==> src/rtl/lcd_bus_writer.sv <==
// HD44780-style parallel bus writer: latches one byte per request, sequences
// setup / E-high / hold / controller execution wait, then pulses wrDone.
module lcd_bus_writer #(
  parameter int SETUP_CYC    = 4,
  parameter int E_HIGH_CYC   = 50,
  parameter int HOLD_CYC     = 2,
  parameter int CMD_WAIT_CYC = 4000,
  parameter int CLR_WAIT_CYC = 164000,
  parameter int CNT_W        = 18
) (
  input  logic       clk,
  input  logic       resetN,
  input  logic [7:0] dIn,
  input  logic       rsIn,
  input  logic       wrReq,
  output logic       wrBusy,
  output logic       wrDone,
  output logic [7:0] lcdData,
  output logic       lcdRs,
  output logic       lcdRw,
  output logic       lcdE
);

  typedef enum logic [2:0] {IDLE, SETUP, EHIGH, HOLD, WAIT} state_t;

  localparam logic [CNT_W-1:0] SETUP_LD = CNT_W'(SETUP_CYC - 1);
  localparam logic [CNT_W-1:0] EHIGH_LD = CNT_W'(E_HIGH_CYC - 1);
  localparam logic [CNT_W-1:0] HOLD_LD  = CNT_W'(HOLD_CYC - 1);
  localparam logic [CNT_W-1:0] CMD_LD   = CNT_W'(CMD_WAIT_CYC - 1);
  localparam logic [CNT_W-1:0] CLR_LD   = CNT_W'(CLR_WAIT_CYC - 1);

  state_t           state, stateNext;
  logic [CNT_W-1:0] cnt, cntNext;
  logic [7:0]       dataNext;
  logic             rsNext, eNext, busyNext, doneNext;
  logic             isClr;

  // Clear-display and return-home commands need the long execution wait.
  assign isClr = !lcdRs && (lcdData == 8'h01 || lcdData == 8'h02 || lcdData == 8'h03);

  always_comb begin
    stateNext = state;
    cntNext   = cnt;
    dataNext  = lcdData;
    rsNext    = lcdRs;
    eNext     = 1'b0;
    busyNext  = wrBusy;
    doneNext  = 1'b0;
    case (state)
      IDLE: begin
        if (wrReq) begin
          dataNext  = dIn;
          rsNext    = rsIn;
          busyNext  = 1'b1;
          cntNext   = SETUP_LD;
          stateNext = SETUP;
        end
      end
      SETUP: begin
        if (cnt == '0) begin
          eNext     = 1'b1;
          cntNext   = EHIGH_LD;
          stateNext = EHIGH;
        end else begin
          cntNext = cnt - 1'b1;
        end
      end
      EHIGH: begin
        if (cnt == '0) begin
          cntNext   = HOLD_LD;
          stateNext = HOLD;
        end else begin
          eNext   = 1'b1;
          cntNext = cnt - 1'b1;
        end
      end
      HOLD: begin
        if (cnt == '0) begin
          cntNext   = isClr ? CLR_LD : CMD_LD;
          stateNext = WAIT;
        end else begin
          cntNext = cnt - 1'b1;
        end
      end
      WAIT: begin
        if (cnt == '0) begin
          busyNext  = 1'b0;
          doneNext  = 1'b1;
          stateNext = IDLE;
        end else begin
          cntNext = cnt - 1'b1;
        end
      end
      default: begin
        busyNext  = 1'b0;
        cntNext   = '0;
        stateNext = IDLE;
      end
    endcase
  end

  // All bus and handshake outputs are registered straight from the next-state logic.
  always_ff @(posedge clk or negedge resetN) begin
    if (!resetN) begin
      state   <= IDLE;
      cnt     <= '0;
      wrBusy  <= 1'b0;
      wrDone  <= 1'b0;
      lcdData <= 8'h00;
      lcdRs   <= 1'b0;
      lcdRw   <= 1'b0;
      lcdE    <= 1'b0;
    end else begin
      state   <= stateNext;
      cnt     <= cntNext;
      wrBusy  <= busyNext;
      wrDone  <= doneNext;
      lcdData <= dataNext;
      lcdRs   <= rsNext;
      lcdRw   <= 1'b0;
      lcdE    <= eNext;
    end
  end

endmodule

==> config.mk <==
export PLATFORM = sky130hd
export DESIGN_NAME = lcd_bus_writer
export DESIGN_NICKNAME = d
export VERILOG_FILES = /design/src/rtl/lcd_bus_writer.sv
export SDC_FILE = /design/constraint.sdc
export NUM_CORES = 1
export LEC_CHECK = 0
export CORE_ASPECT_RATIO = 0.75
export CORE_MARGIN = 1
export CORE_UTILIZATION = 31
export CTS_CLUSTER_DIAMETER = 80
export DETAILED_ROUTE_END_ITERATION = 12
export SYNTH_ARGS = -nofsm -noshare
export SYNTH_HDL_FRONTEND = slang
export SYNTH_SLANG_ARGS = --single-unit
==> constraint.sdc <==
create_clock -name clk -period 2.8 [get_ports clk]
set_clock_uncertainty 0.2 [all_clocks]
set_input_delay 0.84 -clock clk [delete_from_list [all_inputs] [get_ports clk]]
set_output_delay 0.84 -clock clk [all_outputs]
set_load 0.02 [all_outputs]
; After elaboration in Yosys (flattened, before gate mapping)
; Cells that the tools add are included.
[classes]
n_addsub = 1
eq_ne = 13
n_mux = 20
bitwise = 1
reduce_logical = 11
[ops]
columns = op, count
row1 = $mux 18, 6
row2 = $pmux 18 s5, 1
row3 = $logic_not 18->1, 1
row4 = $sub 18x1->18 const B, 1
row5 = $eq 8x2->1 const B, 2
row6 = $mux 3, 5
row7 = $pmux 3 s5, 1
row8 = $ne 2x2->1 const B, 6
row9 = $eq 8x1->1 const B, 1
row10 = $eq 3x2->1 const B, 2
row11 = $mux 1, 5
row12 = $reduce_and 5->1, 1
row13 = $reduce_and 2->1, 2
row14 = $eq 3x1->1 const B, 1
row15 = $eq 3x3->1 const B, 1
row16 = $logic_not 3->1, 1
row17 = $pmux 1 s3, 1
row18 = $reduce_and 3->1, 1
row19 = $reduce_or 3->1, 1
row20 = $logic_or 1x1->1, 2
row21 = $pmux 1 s2, 1
row22 = $logic_and 1x1->1, 1
row23 = $logic_not 1->1, 1
row24 = $not 1->1, 1
[totals]
register_bits = 33
output_inout_bits = 13
elab_cells = 53

; Longest topological paths before layout
; Gate-level depths: netlist of the first run.
[logic_depth]
ltp_word = 7
ltp_mapped = 9
mapped_depth_nobuf = 7

; Worst setup path before layout of the first run
; Ideal clock, no wire load.
[synth_path]
path_kind = reg-to-reg
startpoint = reg cnt[0]
endpoint = reg cnt[6]
arrival_time_ns = 1.951
slack_ns = 0.570
path_stages_with_launch = 10
period_less_slack_ns = 2.230
cell_sequence = dfrtp_1 inv_1 ha_1 nor2b_1 and2_1 buf_2 a41o_1 buf_6 nor4_2 mux2i_1
[synth_between]
elab_chain_len = 3
word_cells_on_any_way = 9
classes_between = add/sub: 1 / eq/ne: 1 / mux: 5 / reduce/logical: 2
[synth_lines]
columns = element, line
row1 = start: declaration, 33  ; logic [CNT_W-1:0] cnt, cntNext;
row2 = start signal: assignment, 115  ; cnt <= cntNext;
row3 = $sub 18x1->18 / $logic_not 18->1 (equally long branches), -
row4 = "$mux 18, or another cell as far along", 86  ; if (cnt == '0) begin
row5 = $pmux 18 s5 / $reduce_and 2->1 (equally long branches), -
; Parallel ways exist; a longest one is shown, timed or not. The select of a mux whose other input is x is not followed.
; A chain may end at the register's enable or synchronous reset.

; Final worst setup path of the first run
[layout_path]
startpoint = in wrReq
endpoint = reg cnt[14]
[layout_between]
elab_chain_len = 2
[layout_lines]
columns = element, line
row1 = start: declaration, 15  ; input logic wrReq,
row2 = $ne 2x2->1 (no line), -
row3 = $reduce_and 2->1 (no line), -
; No other way between the ends.

==> results of run 1 <==
==> synth_stat cells, types with 5 or more instances <==
cell type,instances
nand3_1,10
nand2_1,14
a21oi_1,12
nor4_1,5
nor2b_1,6
o21ai_0,9
mux2_2,9
nand4_1,5
dfrtp_1,33
nor2_1,10
or3_1,6
==> power by group through the flow <==
stage / registers (W) / logic, W / clock network [W]
floorplan: 0.000812 / 0.000422 / 0
global placement: 0.000840 / 0.000618 / 0
detailed placement: 0.000839 / 0.000625 / 0
CTS: 0.000835 / 0.000624 / 0.000372
global route: 0.000868 / 0.000697 / 0.000390
finish: 0.000839 / 0.000624 / 0.000360
==> worst register-to-register path, cell delays in order (launching register included) <==
cell and delay, ns:
dfrtp_1 0.45, inv_1 0.13, ha_1 0.15, nor2b_1 0.14
and2_1 0.38, a41o_1 0.39, buf_4 0.21, nor2_1 0.06
a211oi_2 0.20
==> through the flow <==
stage / util [%] / instances
floorplan: - / 210
global placement: 38.25 / 317
detailed placement: 38.25 / 317
CTS: 39.61 / 325
global route: 39.61 / 325
finish: 39.61 / 325
==> kinds of logic (layout without fill, tap and decap cells) <==
group                      after synthesis  after routing  share of synthesized area [%]
other                                    1              1                         0.1812
and+or+nand+nor                         89             89                          27.99
xor gates and xnor gates                 4              4                          1.693
AOI/OAI and AO/OA                       55             55                          19.29
buffers and inverters                   15             49                          3.869
muxes                                   11             11                          5.865
adders and majority gates                2              2                          1.209
DFF                                     33             33                          39.90
==> layer usage <==
layer,part of all wire [%],track usage [%],vias to the layer above
met2,41,22.70,61
met5,0,0,-
li1,-,-,871
met1,52,26.10,855
met4,0.52,5.065,0
met3,7.1,4.271,3
==> layout make-up <==
| cell class | count | area (um^2) | share of cell area (%) |
|---|---|---|---|
| Multi-Input combinational cell | 162 | 1164 | 46.04 |
| Sequential cell | 33 | 825.8 | 32.67 |
| Timing Repair Buffer | 37 | 335.3 | 13.27 |
| Tap cell | 81 | 101.3 | 4.010 |
| Clock buffer | 5 | 68.82 | 2.723 |
| Clock inverter | 3 | 17.52 | 0.6931 |
| Inverter | 4 | 15.01 | 0.5941 |
==> how the worst max path moves through the flow <==
stage / to / slack, ns / startpoint
after detailed placement: cnt[14]$_DFFE_PN0P_ / 0.12 / wrReq
after floorplan: cnt[6]$_DFFE_PN0P_ / 0.57 / cnt[0]$_DFFE_PN0P_
after global routing: cnt[7]$_DFFE_PN0P_ / 0.24 / cnt[1]$_DFFE_PN0P_
after CTS: cnt[14]$_DFFE_PN0P_ / 0.42 / wrReq
final: cnt[14]$_DFFE_PN0P_ / 0.41 / wrReq
after global placement: cnt[14]$_DFFE_PN0P_ / 0.12 / wrReq
==> registers in the layout (all words and copies together) (netlist names) <==
| name | cells |
|---|---|
| lcdRs | 1 |
| wrBusy | 1 |
| cnt | 18 |
| lcdE | 1 |
| lcdData | 8 |
| wrDone | 1 |
| state | 3 |
==> results by stage, run 1 <==
CTS:
- The clock net in this run drives a total of 33 sinks.
- TritonCTS built the clock tree.
- Clock-pin slew was measured on the worst setup and hold paths at 0.07 ns.
- After clock tree synthesis, the flow added hold-fix buffers numbering 0.
- The buffer levels on the longest clock path is 2.
- The clock latency of the later-clocked register in the worst-skew pair is 0.29 ns.
- The clock tree root buffer cell is clkbuf_8.
- The number of setup buffers added after CTS is 0.
- The number of buffers created by CTS is 5.
- CTS built an H-tree with a depth of 2.
- Post-CTS repair changed the size of 0 cells.

Timing:
- Setup repair after global routing left no endpoint under its margin.
- The number of endpoints failing setup at the final stage is 0.
- The final max-slew violation count came to 0.
- Setup total negative slack on the finished layout was measured at 0 ns.
- The clock period minus final worst setup slack is 2.390 ns.
- On the final layout, the worst hold slack is 0.3439 ns.
- The measured slew at the worst slew-check pin is 0.5479 ns.
- Dividing the final minimum period by the clock period gives 85.35%.
- After layout, the worst setup slack is 0.4102 ns.
- For this run, the top clock speed supported by timing is 0.4185 GHz.
- In this run the tightest slew margin relative to its limit is 63.48%.
- The count of endpoints failing hold in the final timing report is 0.

Run status:
- The run finished with clean final reports.

Critical path:
- The worst setup path is of the input port to flop kind.
- The cell type group with the largest total delay on the critical path is buffers and inverters.
- For this design, the slowest cell found on the critical path is clkdlybuf4s50_1.
- The depth of the worst register-to-register path is 8.
- The endpoint of the worst-slack reg-to-reg timing path is cnt[3]$_DFFE_PN0P_.
- Along the worst path, the maximum fanout reaches 6.
- The reg-to-reg setup timing slack is 0.42 ns.
- STA classifies the critical path endpoint as a flop.
- The instance count on the critical path is 6.
- The delay contributed by the slowest stage of the critical path is 0.47 ns.
- The startpoint identified for the worst register-to-register timing path is cnt[1]$_DFFE_PN0P_.
- The required time reported for the critical path endpoint is 2.82 ns.
- For the worst setup path, the data arrival time is 2.41 ns.
- The worst setup path is launched from an input port.
- The worst path buffer plus inverter count is 2.
- The signal on the critical path passes through clkdlybuf4s50_1 -> nor4_1 -> buf_4 -> a41o_1 -> or4_1 -> a21boi_1.

Yosys:
- After synthesis the netlist holds a flip-flop and latch count of 33.
- In the synthesized netlist the dominant register cell turns out to be dfrtp_1.
- The fraction of registers with async set or reset after synthesis is 100.0%.
- The post-synthesis cell count is 210.
- dfrtp_1 takes more of the synthesized area than any other cell.
- In this run, synthesis inferred 0 flip-flops with an integrated enable.
- In this run the mean area of a mapped cell was 9.855 um^2.
- The number of nets produced by synthesis is 224.
- The top cell type by area accounts for 39.90% of the synthesized area.
- The sequential-to-total area share from yosys stat is 39.90%.
- After synthesis the cells add up to 0.002069 mm^2.
- In this run, distinct cell masters in the synthesized netlist total 66.
- After synthesis, the cell types taking the most area are dfrtp_1 40%, mux2_2 4.9%, a21oi_1 2.9%.
- The Yosys step of the flow raised 0 warnings.

Finish:
- The finished cells cover 0.002527 mm^2.
- From synthesis to final layout, the design area changed by 22.13%.
- The layout has 650 filler cells.
- The net count reported at finish is 257.
- The number of diodes is 0.
- The top cell types in the final layout, fill and taps aside, are 33 x dfrtp_1, 23 x clkdlybuf4s50_1, 14 x nand2_1, 14 x buf_4, 12 x a21oi_1.
- In the final layout, the share of cells above drive strength 1 is 19.26%.
- The leading cell type in the layout, fill and taps excluded is dfrtp_1.

GRT:
- The number of global-route vias before repair was 1,723.
- Summed over all layers, the global routing overflow is 0.
- For this run, the total global-route usage over all layers was measured as 16.88%.
- The initial antenna violation count was 0.
- The first global-routing pass estimated 8894 um of wire.
- The maximum number of pins on one net before global-route repair is 34.

Pwr:
- The share of total power dissipated in sequential elements is 46.0%.
- The net switching component of the power is 0.0007265 W.
- The clock network accounts for 19.8% of the total power.
- In this run, the combinational gates consume 34.2% of the power.
- The reported leakage power is 1.012 nW.
- The peak ir drop on the vdd network is 0.3678 mV.
- The post-layout total power is 0.001823 W.
- The power per cell area is 721.5 mW/mm^2.
- Of the total power, the share spent switching nets is 39.84%.
- The internal power is 0.001097 W.

Min path:
- The hold path endpoint is wrBusy$_DFFE_PN0P_.
- The startpoint identified for the worst hold timing path is wrBusy$_DFFE_PN0P_.
- The worst hold path class is flop to flop.
- The worst hold path was traced through 2 stages.

Placed design:
- Before CTS, the worst setup slack after placement is 0.1168 ns.
- The standard cell area after detailed placement is 0.002441 mm^2.
- The congestion estimate from routability-driven global placement came to 0.8554.
- After legalization and detailed placement, the total HPWL measured 3837 um.
- The number of port buffers is 23.

Die:
- The standard-cell row count is 25.
- The number of top-level pins is 25.
- For this configuration, the core starts out at a cell density of 32.43%.
- The die covers 0.007010 mm^2.
- The region available for standard cell placement spans 0.006381 mm^2.
- The die boundary height is 72.76 um.
- The width of the die is 96.35 um.

Routing:
- Dividing the detail-routed wire length by the instance count gives 16.10 um.
- The antenna violation net count after detailed routing is 0.
- After detailed routing, the number of remaining DRC violations is 0.
- After detailed routing, the number of vias per cell comes to 5.508.
- The first-iteration detailed-routing DRC count is 161.
- For this block, the via count after detailed routing is 1,790.
- The total iterations of the first detailed-routing run is 4.
- The total wire length after detailed routing is 5231 um.

Flow run:
- Across the run, the number of max-cap violations was 0.
(Power assumes the default switching activity.)
==> run 2, diff against run 1 <==
PLACE_DENSITY = 0.57   (was not set)
==> run 2 against run 1 <==
  * First-iteration DRC count decreased by 33%
  * Clock power decreased by 2%
  * Utilization increased by 0.079 points
  * Final cell count decreased by 0.62%
  * Combinational power about the same
  * Die area unchanged
  * Non-clock buffer count decreased by 1
  * Sequential share of layout area decreased by 0.065 points
  * Power decreased by 0.61%
  * Setup slack got worse by 0.086 ns
  * Via count decreased by 4.7%
==> results by stage, run 2 (synthesis gave the netlist of run 1 again) <==
Run status:
- The run finished with clean final reports.

Routing:
- The routed length per instance is 15.52 um.
- For this run, the detailed router's first-pass iteration total came to 4.
- The total wire length after detailed routing is 5013 um.
- The number of vias in the routed layout is 1,706.
- The number of DRC violations after detailed routing is 0.
- The vias per cell is 5.282.
- The first-iteration detailed-routing DRC count is 108.
- The antenna violation net count after detailed routing is 0.

Finish:
- The net count reported at finish is 256.
- Measured on the finished design, the core utilization comes to 39.69%.
- More flip-flops sit in one register than any other, and that register is cnt.
- Leaving out fill and tap cells, the most frequent cell in the layout is dfrtp_1.
- From synthesis to final layout, the design area changed by 22.37%.
- In the layout the commonest cells are 33 x dfrtp_1, 23 x clkdlybuf4s50_1, 14 x nand2_1.
- The register with the most flip-flops in the layout has 18 of them.
- The number of antenna diodes in the final layout is 0.
- The layout has 655 filler cells.
- Cells with a size suffix above 1 make up 18.18% of the layout.
- The area of the multi-input gates is 0.001164 mm^2.
- The area occupied by registers is 825.8 um^2.
- In the final layout, the registers with the most flip-flops are cnt x18, lcdData x8, state x3.

Timing:
- The number of endpoints failing setup at the final stage is 0.
- The total negative setup slack is 0 ns.
- The final max-slew violation count is 0.
- The measured slew at the worst slew-check pin is 0.5070 ns.
- The clock period minus final worst setup slack is 2.476 ns.
- The final critical-path share of the clock period is 88.41%.
- The count of endpoints failing hold in the final timing report is 0.
- The relative max-transition margin is 66.02%.
- Setup repair after global routing left no endpoint under its margin.
- Derived from the worst setup path, the maximum achievable clock frequency is 0.4040 GHz.

Die:
- The core region is 0.006381 mm^2.
- In this run the vertical extent of the chip is 72.76 um.
- 25 I/O pins were placed.
- The die covers 0.007010 mm^2.
- The width of the die is 96.35 um.
- The initial utilization of the core area, before any placement, comes to 32.43%.
- The initialized floorplan defines 25 standard-cell rows.

Critical path:
- The worst path buffer plus inverter count is 0.
- The critical path is of the flop to flop type.
- The nature of the critical path endpoint is a flop.
- The largest single stage delay on the critical path is 0.49 ns.
- The worst endpoint data arrival time is 2.48 ns.
- The worst setup path is launched from a flop.
- In this run the worst path has a maximum fanout of 11.
- The slowest cell on the critical path is a41o_1.
- The required time reported for the critical path endpoint is 2.80 ns.
- The critical path goes through nor3_2 -> and4_1 -> a41o_1 -> nor2_1 -> a211oi_2.
- In this design, the largest share of critical-path delay is due to simple AND/OR/NAND/NOR gates.

CTS:
- The TritonCTS clock tree is built.
- The clock drives 33 sinks.
- In this run, post-CTS hold repair placed 0 buffers.
- The number of clock buffers added by TritonCTS is 5.
- The number of levels in the clock H-tree is 2.
- The clock latency of the later-clocked register in the worst-skew pair is 0.28 ns.
- In this run the post-CTS setup repair buffer count came out at 0.
- The post-cts resize count is 0.
- After clock tree synthesis, the clock-pin slew on the worst setup and hold paths is 0.06 ns.
- CTS placed an instance of clkbuf_8 at the clock tree root.
- In this run the deepest clock path goes through 2 buffers.

GRT:
- The initial antenna violation count is 0.
- The maximum number of pins on one net before global-route repair is 34.
- The global-route layer with the greatest usage is met1.
- The global router's overall resource usage is 16.30%.
- Global routing used 4.479% of the available met3 tracks.
- Summed over all layers, the global routing overflow is 0.
- Global routing consumed, on the met1 layer, 25.42% of the routing resources.
- Global routing consumed, on the met2 layer, 21.12% of the routing resources.
- The number of global-route vias before repair is 1,658.
- The first global-routing pass estimated 8493 um of wire.

Pwr:
- Summed over all cells, the static leakage comes to 1.010 nW.
- The power per cell area is 715.6 mW/mm^2.
- Across the VDD grid, the largest voltage drop is 0.4891 mV.

Placed design:
- The detailed-placement wirelength estimate is 3729 um.
- The congestion estimate from routability-driven global placement came to 0.8880.
- Input and output buffers added on the ports amount to 23.

Min path:
- The worst hold path class is flop to flop.

Flow run:
- The number of max-capacitance violations reported is 0.
run 2: cell count changes in the layout (fill, tap and decap cells not counted):
cell | previous run | this run
clkinv_2 | 2 | 0
clkbuf_8 | 5 | 6
clkinvlp_4 | 1 | 0
buf_12 | 0 | 1
buf_4 | 14 | 12
clkbuf_1 | 0 | 1
run 2: stage by stage:
step	hold WS, ns	setup WS (ns)	instances	instance area [um^2]	power, W
after floorplan	0.3211	0.5700	210	2069	0.001234
after global placement	0.3164	0.05307	316	2446	0.001451
after detailed placement	0.3223	0.03181	316	2446	0.001454
after CTS	0.3374	0.3292	323	2532	0.001825
after global routing	0.3710	0.1876	323	2532	0.001952
final	0.3371	0.3245	323	2532	0.001812
run 2: metal layers:
layer	vias to the layer above	share of wire [%]	wire length (um)
li1	867	-	-
met1	798	56	2792
met2	37	38	1911
met3	4	5.0	252
met4	0	1.1	57
met5	-	0	0
run 2: where the power goes:
part	internal [W]	switching, W	total [W]
sequential	0.000617	0.000218	0.000835
clock	0.000195	0.000160	0.000354
combinational	0.000300	0.000323	0.000623
total	0.00111	0.000700	0.00181
run 2: path summary, 6_finish.rpt:
path	end	slack, ns	from	cells past startpoint
max	cnt[3]$_DFFE_PN0P_	0.32	cnt[5]$_DFFE_PN0P_	5
min	lcdData[6]$_DFFE_PN0P_	0.34	lcdData[6]$_DFFE_PN0P_	1
max reg2reg	cnt[3]$_DFFE_PN0P_	0.32	cnt[5]$_DFFE_PN0P_	5
min reg2reg	lcdData[6]$_DFFE_PN0P_	0.34	lcdData[6]$_DFFE_PN0P_	1
max in group asynchronous	cnt[6]$_DFFE_PN0P_	1.33	resetN	2
min in group asynchronous	lcdData[2]$_DFFE_PN0P_	0.77	resetN	2
run 2: area by class of cell:
type,instances,share of cell area (%)
well taps,81,4.002
inverters,4,0.5929
clock buffers,7,3.409
flip-flops and latches,33,32.61
multi-input cells,162,45.95
repair buffers,36,13.44
